**src/rtl/store_merge.sv**
```systemverilog
// rtl/store_merge.sv - sub-word store engine: read-modify-write merge for SB/SH, direct write for SW
// Optional alignment check enabled by defining STORE_ALIGN_CHECK_EN.
module store_merge (
  input  logic        clk,
  input  logic        rst_n,
  input  logic        start,
  input  logic [5:0]  op,
  input  logic [31:0] addr,
  input  logic [31:0] wdata,
  output logic [31:0] mem_addr,
  output logic        mem_rd,
  input  logic [31:0] mem_rdata,
  output logic        mem_wr,
  output logic [31:0] mem_wdata,
  input  logic        mem_ready,
  output logic        busy,
  output logic        done,
  output logic        err
);

  localparam logic [5:0] OP_SW = 6'b101011;
  localparam logic [5:0] OP_SH = 6'b101001;
  localparam logic [5:0] OP_SB = 6'b101000;

  typedef enum logic [1:0] {IDLE, READ, WRITE, DONE} state_t;

  state_t      state, state_d;
  logic        is_sw, is_sh, is_sb, mis, accept;
  logic        is_sb_q;
  logic [1:0]  lane_q;
  logic [15:0] wdata_q;
  logic [31:0] merged;
  logic        busy_d, rd_d, wr_d, done_d;

  // Decode the incoming opcode; only meaningful while IDLE
  always_comb begin
    is_sw  = (op == OP_SW);
    is_sh  = (op == OP_SH);
    is_sb  = (op == OP_SB);
    accept = (state == IDLE) && start;
  end

`ifdef STORE_ALIGN_CHECK_EN
  // Misaligned SW/SH are rejected without touching memory
  always_comb begin
    mis = (is_sw && (addr[1:0] != 2'b00)) || (is_sh && addr[0]);
  end
`else
  assign mis = 1'b0;
`endif

  // State register
  always_ff @(posedge clk or negedge rst_n) begin
    if (!rst_n) state <= IDLE;
    else        state <= state_d;
  end

  // Next-state logic
  always_comb begin
    state_d = state;
    case (state)
      IDLE: begin
        if (start) begin
          if (mis)                state_d = DONE;
          else if (is_sw)         state_d = WRITE;
          else if (is_sb || is_sh) state_d = READ;
          else                    state_d = DONE;
        end
      end
      READ:    if (mem_ready) state_d = WRITE;
      WRITE:   if (mem_ready) state_d = DONE;
      DONE:    state_d = IDLE;
      default: state_d = IDLE;
    endcase
  end

  // Output decode from the next state so every output comes straight from a flop
  always_comb begin
    busy_d = (state_d != IDLE);
    rd_d   = (state_d == READ);
    wr_d   = (state_d == WRITE);
    done_d = (state_d == DONE);
  end

  // Merge the latched store data into the word being read back
  always_comb begin
    merged = mem_rdata;
    if (is_sb_q) begin
      case (lane_q)
        2'd0:    merged[7:0]   = wdata_q[7:0];
        2'd1:    merged[15:8]  = wdata_q[7:0];
        2'd2:    merged[23:16] = wdata_q[7:0];
        default: merged[31:24] = wdata_q[7:0];
      endcase
    end else if (lane_q[1]) begin
      merged[31:16] = wdata_q;
    end else begin
      merged[15:0] = wdata_q;
    end
  end

  // Control output registers
  always_ff @(posedge clk or negedge rst_n) begin
    if (!rst_n) begin
      busy   <= 1'b0;
      mem_rd <= 1'b0;
      mem_wr <= 1'b0;
      done   <= 1'b0;
    end else begin
      busy   <= busy_d;
      mem_rd <= rd_d;
      mem_wr <= wr_d;
      done   <= done_d;
    end
  end

  // Request latches and address/data outputs; held steady until the next accept
  always_ff @(posedge clk or negedge rst_n) begin
    if (!rst_n) begin
      is_sb_q   <= 1'b0;
      lane_q    <= 2'b00;
      wdata_q   <= 16'h0;
      mem_addr  <= 32'h0;
      mem_wdata <= 32'h0;
    end else if (accept) begin
      is_sb_q   <= is_sb;
      lane_q    <= addr[1:0];
      wdata_q   <= wdata[15:0];
      mem_addr  <= {addr[31:2], 2'b00};
      mem_wdata <= wdata;
    end else if ((state == READ) && mem_ready) begin
      mem_wdata <= merged;
    end
  end

`ifdef STORE_ALIGN_CHECK_EN
  // Error pulse lines up with done because a rejected request goes straight to DONE
  always_ff @(posedge clk or negedge rst_n) begin
    if (!rst_n) err <= 1'b0;
    else        err <= accept && mis;
  end
`else
  assign err = 1'b0;
`endif

endmodule

```
**config.mk**
```make
export PLATFORM = sky130hd
export DESIGN_NAME = store_merge
export DESIGN_NICKNAME = d
export VERILOG_FILES = /design/src/rtl/store_merge.sv
export SDC_FILE = /design/constraint.sdc
export NUM_CORES = 1
export LEC_CHECK = 0
export CAP_MARGIN = 20
export CORE_MARGIN = 4
export CORE_UTILIZATION = 45
export CTS_BUF_LIST = sky130_fd_sc_hd__clkbuf_4
export DETAILED_ROUTE_END_ITERATION = 16
export GPL_ROUTABILITY_DRIVEN = 1
export PLACE_DENSITY = 0.78
export SYNTH_ARGS = -nofsm -noshare
export SYNTH_HDL_FRONTEND = slang
export SYNTH_SLANG_ARGS = --single-unit
```
**constraint.sdc**
```tcl
create_clock -name clk -period 3 [get_ports clk]
set_input_delay 0.3 -clock clk [delete_from_list [all_inputs] [get_ports clk]]
set_output_delay 0.3 -clock clk [all_outputs]
set_load 0.03 [all_outputs]
```
======== Word-level counts from Yosys, hierarchy flattened ========
Index checks and enable logic that the tools add are counted.
cells by class
  equality and inequality tests ........... 11
  mux-type cells .......................... 15
  reduce and logical (&&, ||, !) cells .... 8
operators by type and width
  cell                                                                    number
  32-bit 2-to-1 mux                                                       3
  16-bit 2-to-1 mux                                                       2
  8-bit 2-to-1 mux                                                        4
  6-bit equality test (second input constant)                             3
  2-bit equality test (second input constant)                             5
  2-bit 2-to-1 mux                                                        5
  2-bit case mux with 4 select lines                                      1
  2-bit by 1-bit equality test with 1-bit output (second input constant)  3
  2-bit zero test                                                         2
  2-bit nonzero test                                                      2
  3-bit OR reduction                                                      1
  1-bit logical AND                                                       2
  1-bit logical OR                                                        1
storage, ports and cells
  flip-flop bits (word level) ............. 87
  input bits .............................. 106
  output and inout bits ................... 69
  word-level logic and storage cells ...... 44

======== Depth between registers and ports, before layout ========
Gate-level depths: netlist (run 1).
  depth in word-level cells ............... 7
  gate-level depth with buffers ........... 7
  depth with buffers taken out ............ 4

======== Worst setup path after synthesis (run 1) ========
Ideal clock, no wire load.
  path type ............................... register to register
  start point ............................. register lane_q[0]
  end point ............................... register mem_wdata[24]
  setup time .............................. 125 ps
  arrival ................................. 1271 ps
  required time ........................... 2875 ps
  path slack .............................. 1604 ps
  stages on the path, launching flop included .. 6
  cell sequence ........................... dfrtp_1 and2_1 buf_4 mux2_1 a21oi_1 o31ai_2
on the way
  word-level cells in the longest chain between the ends .. 6
ends and longest elaborated chain
  element                                            line  text
  start: declaration                                 30    logic [1:0] lane_q;
  start signal: assignment                           127   lane_q <= addr[1:0];
  2-bit equality test, or another cell as far along  89    case (lane_q)
  3-bit OR reduction (no source line) *              n/a
  8-bit 2-to-1 mux *                                 89
  32-bit 2-to-1 mux *                                88    if (is_sb_q) begin
  32-bit 2-to-1 mux *                                131   end else if ((state == READ) && mem_ready) begin
  32-bit 2-to-1 mux *                                125   end else if (accept) begin
  end signal: assignment                             130   mem_wdata <= wdata;
  end signal: assignment                             132   mem_wdata <= merged;
  end: declaration                                   14    output logic [31:0] mem_wdata,
Mark *: on every way between the ends. The rest lies on a longest branch, timed or not. The select of a mux whose other input is x is not followed.
A chain may end at the register's enable or synchronous reset.

======== Worst setup path after layout (run 1) ========
  start point ............................. register state[0]
  end point ............................... register mem_wdata[28]
on the way
  word-level cells in the longest chain between the ends .. 3
ends and longest elaborated chain
  element                                                                            line     text
  start: declaration                                                                 27       state_t state, state_d;
  start signal: assignment                                                           55       else state <= state_d;
  2-bit by 1-bit equality test with 1-bit output or 2-bit zero test (tied branches)  131, 40
  1-bit logical AND, on equally long branches                                        131, 40
  2-bit nonzero test (no source line) or 32-bit 2-to-1 mux (tied branches)           n/a
Parallel ways exist; a longest one is shown, timed or not.

==> flow_metrics.env, run 1 <==
export IMPL_fin_tns_setup_ps=0
export IMPL_die_h_microns=108
export IMPL_max_freq_mhz=450
export IMPL_fin_nets=774
export IMPL_power_frac_clock_pct=10.1
export IMPL_ys_async_sr_fraction_pct=100
export IMPL_final_hold_violation_count=0
export IMPL_dp_hpwl_microns=10400
export IMPL_clock_sinks=87
export IMPL_rsz0062_at_grt="no"
export IMPL_cts_buffers_inserted=9
export IMPL_clk_path_buf_depth=2
export IMPL_std_cell_rows=36
export IMPL_drc=0
export IMPL_n_antenna_cell=0
export IMPL_synth_top_cell_by_area="dfrtp_1"
export IMPL_viasPerCell=5.42
export IMPL_layout_commonest_cell="nand2_1"
export IMPL_p_leak_nw=2.85
export IMPL_status="finished clean"
export IMPL_yosys_area_top_type_share_pct=48.1
export IMPL_yosysSeqAreaShare_pct=48.1
export IMPL_ys_warn_count=0
export IMPL_ant_nets=0
export IMPL_grt_util_met3_pct=6.69
export IMPL_hp_class="in -> async"
export IMPL_met2_usage_pct=40.4
export IMPL_gp_congestion=0.856
export IMPL_power_switching_w=0.00314
export IMPL_layout_common_cells="nand2_1, clkdlybuf4s50_1, dfrtp_1"
export IMPL_syn_to_final_growth_pct=41.8
export IMPL_netlist_instances=513
export IMPL_grt_remaining_overflow=0
export IMPL_io_pins=175
export IMPL_grt_pass1_wl_microns=22300
export IMPL_grt_max_degree=67
export IMPL_clkTransAtPathRegs_ps=140
export IMPL_grt_pass1_vias=4359
export IMPL_p_int_w=0.00355
export IMPL_final_area_sq_um=6410
export IMPL_clock_skew_ps=14.2
export IMPL_syn_area_sq_um=4520
export IMPL_critPathArrivalTime_ps=2540
export IMPL_p_per_area_nw_per_um2=1040
export IMPL_cp_max_fo=66
export IMPL_drive_gt1_share_pct=7.43
export IMPL_cts_tree="done"
export IMPL_die_x_microns=108
export IMPL_worstSetupStartpointType="flip-flop"
export IMPL_antenna_found_initial=0
export IMPL_dieArea_sq_um=11700
export IMPL_post_dp_cell_area_sq_um=6260
export IMPL_vias=4370
export IMPL_yosysUniqueCellTypes=37
export IMPL_initial_core_util_pct=46.3
export IMPL_switching_share_pct=46.9
export IMPL_ys_flop_type="dfrtp_1"
export IMPL_setup_worst_path_end_class="flip-flop"
export IMPL_routed_wl_microns=14400
export IMPL_setup_viol=0
export IMPL_required_ps=3310
export IMPL_synth_edf_count=0
export IMPL_grt_util_all_layers_pct=24.7
export IMPL_critical_path_class="reg -> reg"
export IMPL_worstMarginPinSlew_ps=839
export IMPL_p_seq_share_pct=33.2
export IMPL_clockRootBuffer="clkbuf_4"
export IMPL_slew_viol_final=0
export IMPL_drtIter0Drc=331
export IMPL_gr_usage_met1_pct=31.2
export IMPL_coreArea_sq_um=9770
export IMPL_routedWlPerCell_microns=17.9
export IMPL_numPortBuffers=171
export IMPL_avgSynthCellArea_sq_um=8.82
export IMPL_dr_pass1_iters=5
export IMPL_clock_latency_ps=440
export IMPL_ir_drop_mv=0.533
export IMPL_max_slew_margin_pct=44.1
export IMPL_min_period_over_period_pct=74.1
export IMPL_p_comb_share_pct=56.7
export IMPL_yosys_top_cells_area="dfrtp_1, nand2_1, a21oi_1"
export IMPL_ctsHtreeMaxLevel=3
export IMPL_ys_seq_elements=87
export IMPL_grt_busiest_layer="met2"
export IMPL_period_needed_ps=2220
export IMPL_max_cap_viol_count=0
export IMPL_cts_resized=0
[path summary, 6_finish.rpt]
path                         startpoint            end  slack, ps  cells after the start
min                               rst_n   mem_addr[17]        360                      2
max reg2reg                    state[0]  mem_wdata[28]        780                      4
min reg2reg                mem_addr[12]   mem_addr[12]        490                      2
max                            state[0]  mem_wdata[28]        780                      4
min in group clk                addr[4]    mem_addr[4]        360                      3
max in group asynchronous         rst_n   mem_addr[20]       1870                      3
[worst max-delay path, cell delays in order (launching register included)]
cell and delay, ps:
dfrtp_1 830, or3b_4 820, o21ai_2 100, a21oi_1 260
o31ai_2 80
[synthesized netlist by cell type (2+ instances only)]
cell	count
o21ai_1	10
and2_1	2
clkbuf_1	5
o31ai_1	9
o22ai_1	10
o21ai_2	6
buf_6	3
nand2_1	198
a31oi_1	16
buf_2	17
o22a_1	16
buf_4	13
nand2b_1	5
mux2_1	16
o31ai_2	8
mux2i_1	8
a21oi_1	43
nor2b_1	4
dfrtp_1	87
buf_1	2
nor2_2	2
nor2_1	11
a21o_1	8
[registers in the layout (all words and copies together) (netlist names)]
register,cells
busy,1
wdata_q,16
mem_rd,1
done,1
lane_q,2
mem_wdata,32
mem_addr,30
is_sb_q,1
mem_wr,1
state,2
[area by class of cell]
class / count / area, sq um
multi-input cells: 387 / 2110
well taps: 133 / 166
flip-flops and latches: 87 / 2180
clock buffers: 9 / 67.6
fillers: 818 / 3360
clock inverters: 7 / 72.6
repair buffers: 183 / 1810
[metrics by stage]
stage	hold WS, ps	total power [W]	setup slack, ps	instances	utilization [%]
2_1_floorplan	4.41	0.00458	1600	515	-
3_3_place_gp	306	0.00592	846	789	64.1
3_5_place_dp	312	0.00603	778	789	64.1
4_1_cts	335	0.00671	811	806	65.6
5_1_grt	353	0.00712	564	806	65.6
6_report	362	0.00669	776	806	65.6
[power groups by stage]
stage | clock, W | combinational (W) | sequential (W)
2_1_floorplan | 0 | 0.00172 | 0.00286
6_report | 0.000675 | 0.00380 | 0.00222
3_3_place_gp | 0 | 0.00370 | 0.00221
5_1_grt | 0.000731 | 0.00410 | 0.00229
3_5_place_dp | 0 | 0.00380 | 0.00223
4_1_cts | 0.000694 | 0.00381 | 0.00220
[logic make-up (layout without fill, tap and decap cells)]
group / Yosys count / count (layout) / share of synthesized area [%]
AND/OR/NAND/NOR: 229 / 229 / 20.6
AO/OA/AOI/OAI: 131 / 131 / 20.0
flip-flops: 87 / 87 / 48.1
buffers and inverters: 41 / 199 / 5.48
multiplexers: 24 / 24 / 5.75
other: 1 / 3 / 0.0829
[layer usage]
metal	vias to the layer above	part of all wire (%)
li1	2055	-
met1	2061	41
met2	220	47
met3	34	9.4
met4	0	2.9
met5	-	0
[what timing repair did]
| action | 4_1_cts | 5_1_grt |
|---|---|---|
| hold buffers | 1 | 0 |
| buffers inserted | 0 | 0 |
| endpoints found under the hold margin | 37 | 0 |
Note: power is estimated with default switching activity, not from simulation.
==> run 2, diff against run 1 <==
--- a/config.mk
+++ b/config.mk
@@ -7,11 +7,11 @@
 export LEC_CHECK = 0
 export CAP_MARGIN = 20
 export CORE_MARGIN = 4
-export CORE_UTILIZATION = 45
+export CORE_UTILIZATION = 41
 export CTS_BUF_LIST = sky130_fd_sc_hd__clkbuf_4
 export DETAILED_ROUTE_END_ITERATION = 16
 export GPL_ROUTABILITY_DRIVEN = 1
-export PLACE_DENSITY = 0.78
+export PLACE_DENSITY = 0.75
 export SYNTH_ARGS = -nofsm -noshare
 export SYNTH_HDL_FRONTEND = slang
 export SYNTH_SLANG_ARGS = --single-unit
==> constraint.sdc (replaced) <==
create_clock -name clk -period 1.9 [get_ports clk]
set_input_delay 0.19 -clock clk [delete_from_list [all_inputs] [get_ports clk]]
set_output_delay 0.19 -clock clk [all_outputs]
set_load 0.03 [all_outputs]
==> run 2 against run 1 <==
Against the previous run:
- sequential cell count unchanged
- die area up 9.0%
- critical path depth down 3
- combinational power up 67%
- sequential share of layout area down 0.72 points
- register-to-register slack worse by 560 ps
- clock skew up 1.6 ps
- final cell count up 2.4%
- cell area up 2.2%
- critical path type is now reg -> out
- largest cell class unchanged
- largest power group unchanged
==> flow_metrics.env, run 2 (synthesis gave the netlist of run 1 again) <==
export IMPL_dieArea_sq_um=12800
export IMPL_grt_util_all_layers_pct=23.1
export IMPL_cts_tree="done"
export IMPL_vias=4414
export IMPL_worstSetupStartpointType="flip-flop"
export IMPL_reg2reg_from="lane_q[1]"
export IMPL_clkTransAtPathRegs_ps=140
export IMPL_regMostFlops="mem_wdata"
export IMPL_max_cap_viol_count=0
export IMPL_dr_pass1_iters=5
export IMPL_period_needed_ps=1740
export IMPL_grt_remaining_overflow=0
export IMPL_std_cell_rows=38
export IMPL_cp_max_fo=3
export IMPL_p_per_area_nw_per_um2=1650
export IMPL_post_dp_cell_area_sq_um=6390
export IMPL_cp_num_buf_inv=1
export IMPL_fin_nets=786
export IMPL_drc=0
export IMPL_grt_pass1_wl_microns=23600
export IMPL_required_ps=1710
export IMPL_worstMarginPinSlew_ps=522
export IMPL_viasPerCell=5.35
export IMPL_crit_slowest_cell="clkdlybuf4s50_1"
export IMPL_grt_max_degree=53
export IMPL_grt_pass1_vias=4474
export IMPL_initial_core_util_pct=41.7
export IMPL_seq_area_sq_um=2180
export IMPL_p_leak_nw=2.93
export IMPL_min_period_over_period_pct=91.6
export IMPL_cts_setup_buffers=0
export IMPL_final_hold_violation_count=0
export IMPL_largest_register_ffs=32
export IMPL_coreArea_sq_um=10800
export IMPL_layout_common_cells="nand2_1, clkdlybuf4s50_1, dfrtp_1"
export IMPL_max_freq_mhz=575
export IMPL_top_regs="mem_wdata (32), mem_addr (30), wdata_q (16)"
export IMPL_ant_nets=0
export IMPL_slew_viol_final=0
export IMPL_worst_slack_ps=160
export IMPL_cts_resized=0
export IMPL_die_h_microns=113
export IMPL_antenna_found_initial=0
export IMPL_setup_viol=0
export IMPL_hp_class="in -> async"
export IMPL_drive_gt1_share_pct=9.20
export IMPL_ir_drop_mv=0.954
export IMPL_n_antenna_cell=0
export IMPL_routedWlPerCell_microns=17.7
export IMPL_critPathMaxStageDelay_ps=710
export IMPL_max_slew_margin_pct=65.1
export IMPL_status="finished clean"
export IMPL_startpoint="mem_wdata[7]"
export IMPL_cts_buffers_inserted=9
export IMPL_routed_wl_microns=14600
export IMPL_clock_sinks=87
export IMPL_rsz0062_at_grt="no"
export IMPL_crit_chain="clkdlybuf4s50_1"
export IMPL_critical_path_top_delay_family="buffers and inverters"
export IMPL_critical_path_class="reg -> out"
export IMPL_ctsHtreeMaxLevel=3
export IMPL_critPathArrivalTime_ps=1550
export IMPL_clk_path_buf_depth=2
export IMPL_fillers=939
export IMPL_multi_input_area_sq_um=2110
export IMPL_io_pins=175
export IMPL_fin_util_pct=60.4
export IMPL_clockRootBuffer="clkbuf_4"
export IMPL_final_area_sq_um=6550
export IMPL_drtIter0Drc=341
export IMPL_die_x_microns=113
export IMPL_syn_to_final_growth_pct=44.8
export IMPL_dp_hpwl_microns=10800
export IMPL_fin_tns_setup_ps=0
export IMPL_gp_congestion=0.856
export IMPL_clock_latency_ps=440
export IMPL_layout_commonest_cell="nand2_1"
export IMPL_numPortBuffers=171
export IMPL_clock_skew_ps=15.7
export IMPL_pre_cts_ws_ps=43.9
export IMPL_setup_worst_path_end_class="output pin"
[run 2: per-stage QoR]
stage | power (W) | cells | hold WS (ps)
2_1_floorplan | 0.00724 | 515 | -106
3_3_place_gp | 0.00955 | 808 | 182
3_5_place_dp | 0.00970 | 808 | 186
4_1_cts | 0.0109 | 825 | 232
5_1_grt | 0.0115 | 825 | 240
6_report | 0.0108 | 825 | 255
[run 2: layout make-up]
cell class,instances,share of cell area [%]
clock inverter,7,1.34
tap,140,2.67
multi-input combinational,387,32.3
sequential,87,33.2
timing repair buffer,195,29.4
clock buffer,9,1.03
[run 2: path summary, 6_finish.rpt]
| path | slack, ps | depth (start not counted) | end |
|---|---|---|---|
| hold / removal | 250 | 2 | mem_wdata[28] |
| hold reg to reg | 490 | 2 | mem_addr[26] |
| max in group asynchronous | 970 | 3 | mem_addr[12] |
| setup / recovery | 160 | 1 | mem_wdata[7] |
| min in group clk | 270 | 3 | mem_addr[4] |
| setup reg to reg | 220 | 5 | mem_wdata[14] |
[run 2: repair_timing]
| item | in CTS | in global routing |
|---|---|---|
| hold buffers | 1 | 0 |
| setup endpoints to repair | 0 | 0 |
| endpoints found under the hold margin | 35 | 0 |
[run 2: where the power goes]
part | leakage [nW] | internal, W | total, W | switching [W]
logic | 1.78 | 0.00264 | 0.00633 | 0.00369
clock network | 0.0871 | 0.000525 | 0.00117 | 0.000642
registers | 1.07 | 0.00271 | 0.00334 | 0.000630
total | 2.93 | 0.00587 | 0.0108 | 0.00496
[run 2: routing by layer]
| metal | GRT usage, % | up-vias | routed length (microns) |
|---|---|---|---|
| met3 | 4.49 | 24 | 1060 |
| li1 | - | 2077 | - |
| met5 | 0 | - | 0 |
| met1 | 31.1 | 2103 | 6320 |
| met4 | 8.09 | 0 | 310 |
| met2 | 37.4 | 210 | 6940 |
==> run 3, diff against run 2 <==
--- a/config.mk
+++ b/config.mk
@@ -6,7 +6,6 @@
 export NUM_CORES = 1
 export LEC_CHECK = 0
 export CAP_MARGIN = 20
-export CORE_MARGIN = 4
 export CORE_UTILIZATION = 41
 export CTS_BUF_LIST = sky130_fd_sc_hd__clkbuf_4
 export DETAILED_ROUTE_END_ITERATION = 16
==> run 3 against run 2 <==
Against the previous run:
- register-to-register slack worse by 30 ps
- global-route usage up 2.8 points
- power down 2.0%
- non-clock buffer count up 3
==> flow_metrics.env, run 3 (synthesis gave the netlist of run 1 again) <==
export IMPL_clock_skew_ps=16.2
export IMPL_die_h_microns=107
export IMPL_std_cell_rows=37
export IMPL_setup_worst_path_end_class="output pin"
export IMPL_grt_util_all_layers_pct=25.9
export IMPL_grt_max_degree=53
export IMPL_routed_wl_microns=14100
export IMPL_met2_usage_pct=43.9
export IMPL_critPathMaxStageDelay_ps=710
export IMPL_reg2reg_from="state[0]"
export IMPL_max_cap_viol_count=0
export IMPL_numPortBuffers=171
export IMPL_required_ps=1710
export IMPL_rsz0062_at_grt="no"
export IMPL_dr_pass1_iters=5
export IMPL_largest_register_ffs=32
export IMPL_dieArea_sq_um=11500
export IMPL_clock_sinks=87
export IMPL_die_x_microns=107
export IMPL_drtIter0Drc=319
export IMPL_worstMarginPinSlew_ps=516
export IMPL_crit_chain="clkdlybuf4s50_1"
export IMPL_max_freq_mhz=568
export IMPL_io_pins=175
export IMPL_min_period_over_period_pct=92.6
export IMPL_ir_drop_mv=0.831
export IMPL_critical_path_class="reg -> out"
export IMPL_vias=4436
export IMPL_clkTransAtPathRegs_ps=140
export IMPL_grt_remaining_overflow=0
export IMPL_drc=0
export IMPL_setup_viol=0
export IMPL_gp_congestion=0.884
export IMPL_cts_resized=0
export IMPL_cts_buffers_inserted=9
export IMPL_final_hold_violation_count=0
export IMPL_clock_latency_ps=450
export IMPL_fin_tns_setup_ps=0
export IMPL_p_leak_nw=2.92
export IMPL_gr_usage_met1_pct=33.1
export IMPL_crit_slowest_cell="clkdlybuf4s50_1"
export IMPL_syn_to_final_growth_pct=44.5
export IMPL_ctsHtreeMaxLevel=3
export IMPL_fillers=891
export IMPL_grt_busiest_layer="met2"
export IMPL_coreArea_sq_um=10500
export IMPL_top_regs="mem_wdata (32), mem_addr (30), wdata_q (16)"
export IMPL_cp_num_buf_inv=1
export IMPL_hp_class="in -> async"
export IMPL_regMostFlops="mem_wdata"
export IMPL_viasPerCell=5.38
export IMPL_drive_gt1_share_pct=9.45
export IMPL_critical_path_top_delay_family="buffers and inverters"
export IMPL_status="finished clean"
export IMPL_ant_nets=0
export IMPL_cts_tree="done"
export IMPL_grt_pass1_wl_microns=22800
export IMPL_grt_util_met3_pct=5.78
export IMPL_slew_viol_final=0
export IMPL_fin_nets=789
export IMPL_max_slew_margin_pct=65.6
export IMPL_critPathArrivalTime_ps=1570
export IMPL_antenna_found_initial=0
export IMPL_startpoint="mem_wdata[3]"
export IMPL_p_per_area_nw_per_um2=1630
export IMPL_cp_max_fo=3
export IMPL_clockRootBuffer="clkbuf_4"
export IMPL_clk_path_buf_depth=2
export IMPL_layout_commonest_cell="nand2_1"
export IMPL_worstSetupStartpointType="flip-flop"
export IMPL_initial_core_util_pct=43.0
export IMPL_layout_common_cells="nand2_1, clkdlybuf4s50_1, dfrtp_1"
export IMPL_routedWlPerCell_microns=17.1
export IMPL_period_needed_ps=1760
export IMPL_whs_ps=240
export IMPL_grt_pass1_vias=4468
export IMPL_dp_hpwl_microns=10200
export IMPL_n_antenna_cell=0
[run 3: stage by stage]
| step | utilization (%) | area, sq um | worst slack, ps | std cells | total power, W |
|---|---|---|---|---|---|
| 4_1_cts | 62.2 | 6530 | 141 | 824 | 0.0107 |
| 5_1_grt | 62.2 | 6530 | 79.3 | 824 | 0.0113 |
| 6_report | 62.2 | 6530 | 141 | 824 | 0.0106 |
| 2_1_floorplan | - | 4530 | 504 | 515 | 0.00724 |
| 3_5_place_dp | 61.1 | 6420 | 42.8 | 807 | 0.00971 |
| 3_3_place_gp | 61.1 | 6420 | 94.9 | 807 | 0.00954 |
[run 3: timing repair]
action,4_1_cts,5_1_grt
setup endpoints to repair,0,0
hold buffers,1,0
endpoints found under the hold margin,35,0
buffers inserted,0,0
[run 3: worst paths after layout]
kind | to | slack (ps) | depth (start not counted)
max in group asynchronous | mem_wdata[8] | 990 | 3
min reg2reg | mem_addr[4] | 490 | 2
min | wdata_q[1] | 240 | 2
max reg2reg | mem_addr[25] | 190 | 4
min in group clk | mem_addr[5] | 250 | 3
max | mem_wdata[3] | 140 | 1
[run 3: per-layer routing]
layer / wire [microns] / vias to the layer above
li1: - / 2093
met1: 5990 / 2116
met2: 6820 / 200
met3: 1070 / 27
met4: 235 / 0
met5: 0 / -
[run 3: layout make-up]
type	count	area (sq um)	share of cell area, %
flip-flops and latches	87	2180	33.3
multi-input cells	387	2110	32.4
repair buffers	198	1960	30.1
well taps	136	170	2.60
clock buffers	11	82.6	1.26
clock inverters	5	25.0	0.383
[run 3: power by group]
| group | total, W | internal (W) | switching [W] |
|---|---|---|---|
| Clock | 0.000917 | 0.000286 | 0.000631 |
| Sequential | 0.00335 | 0.00271 | 0.000642 |
| Combinational | 0.00636 | 0.00270 | 0.00366 |
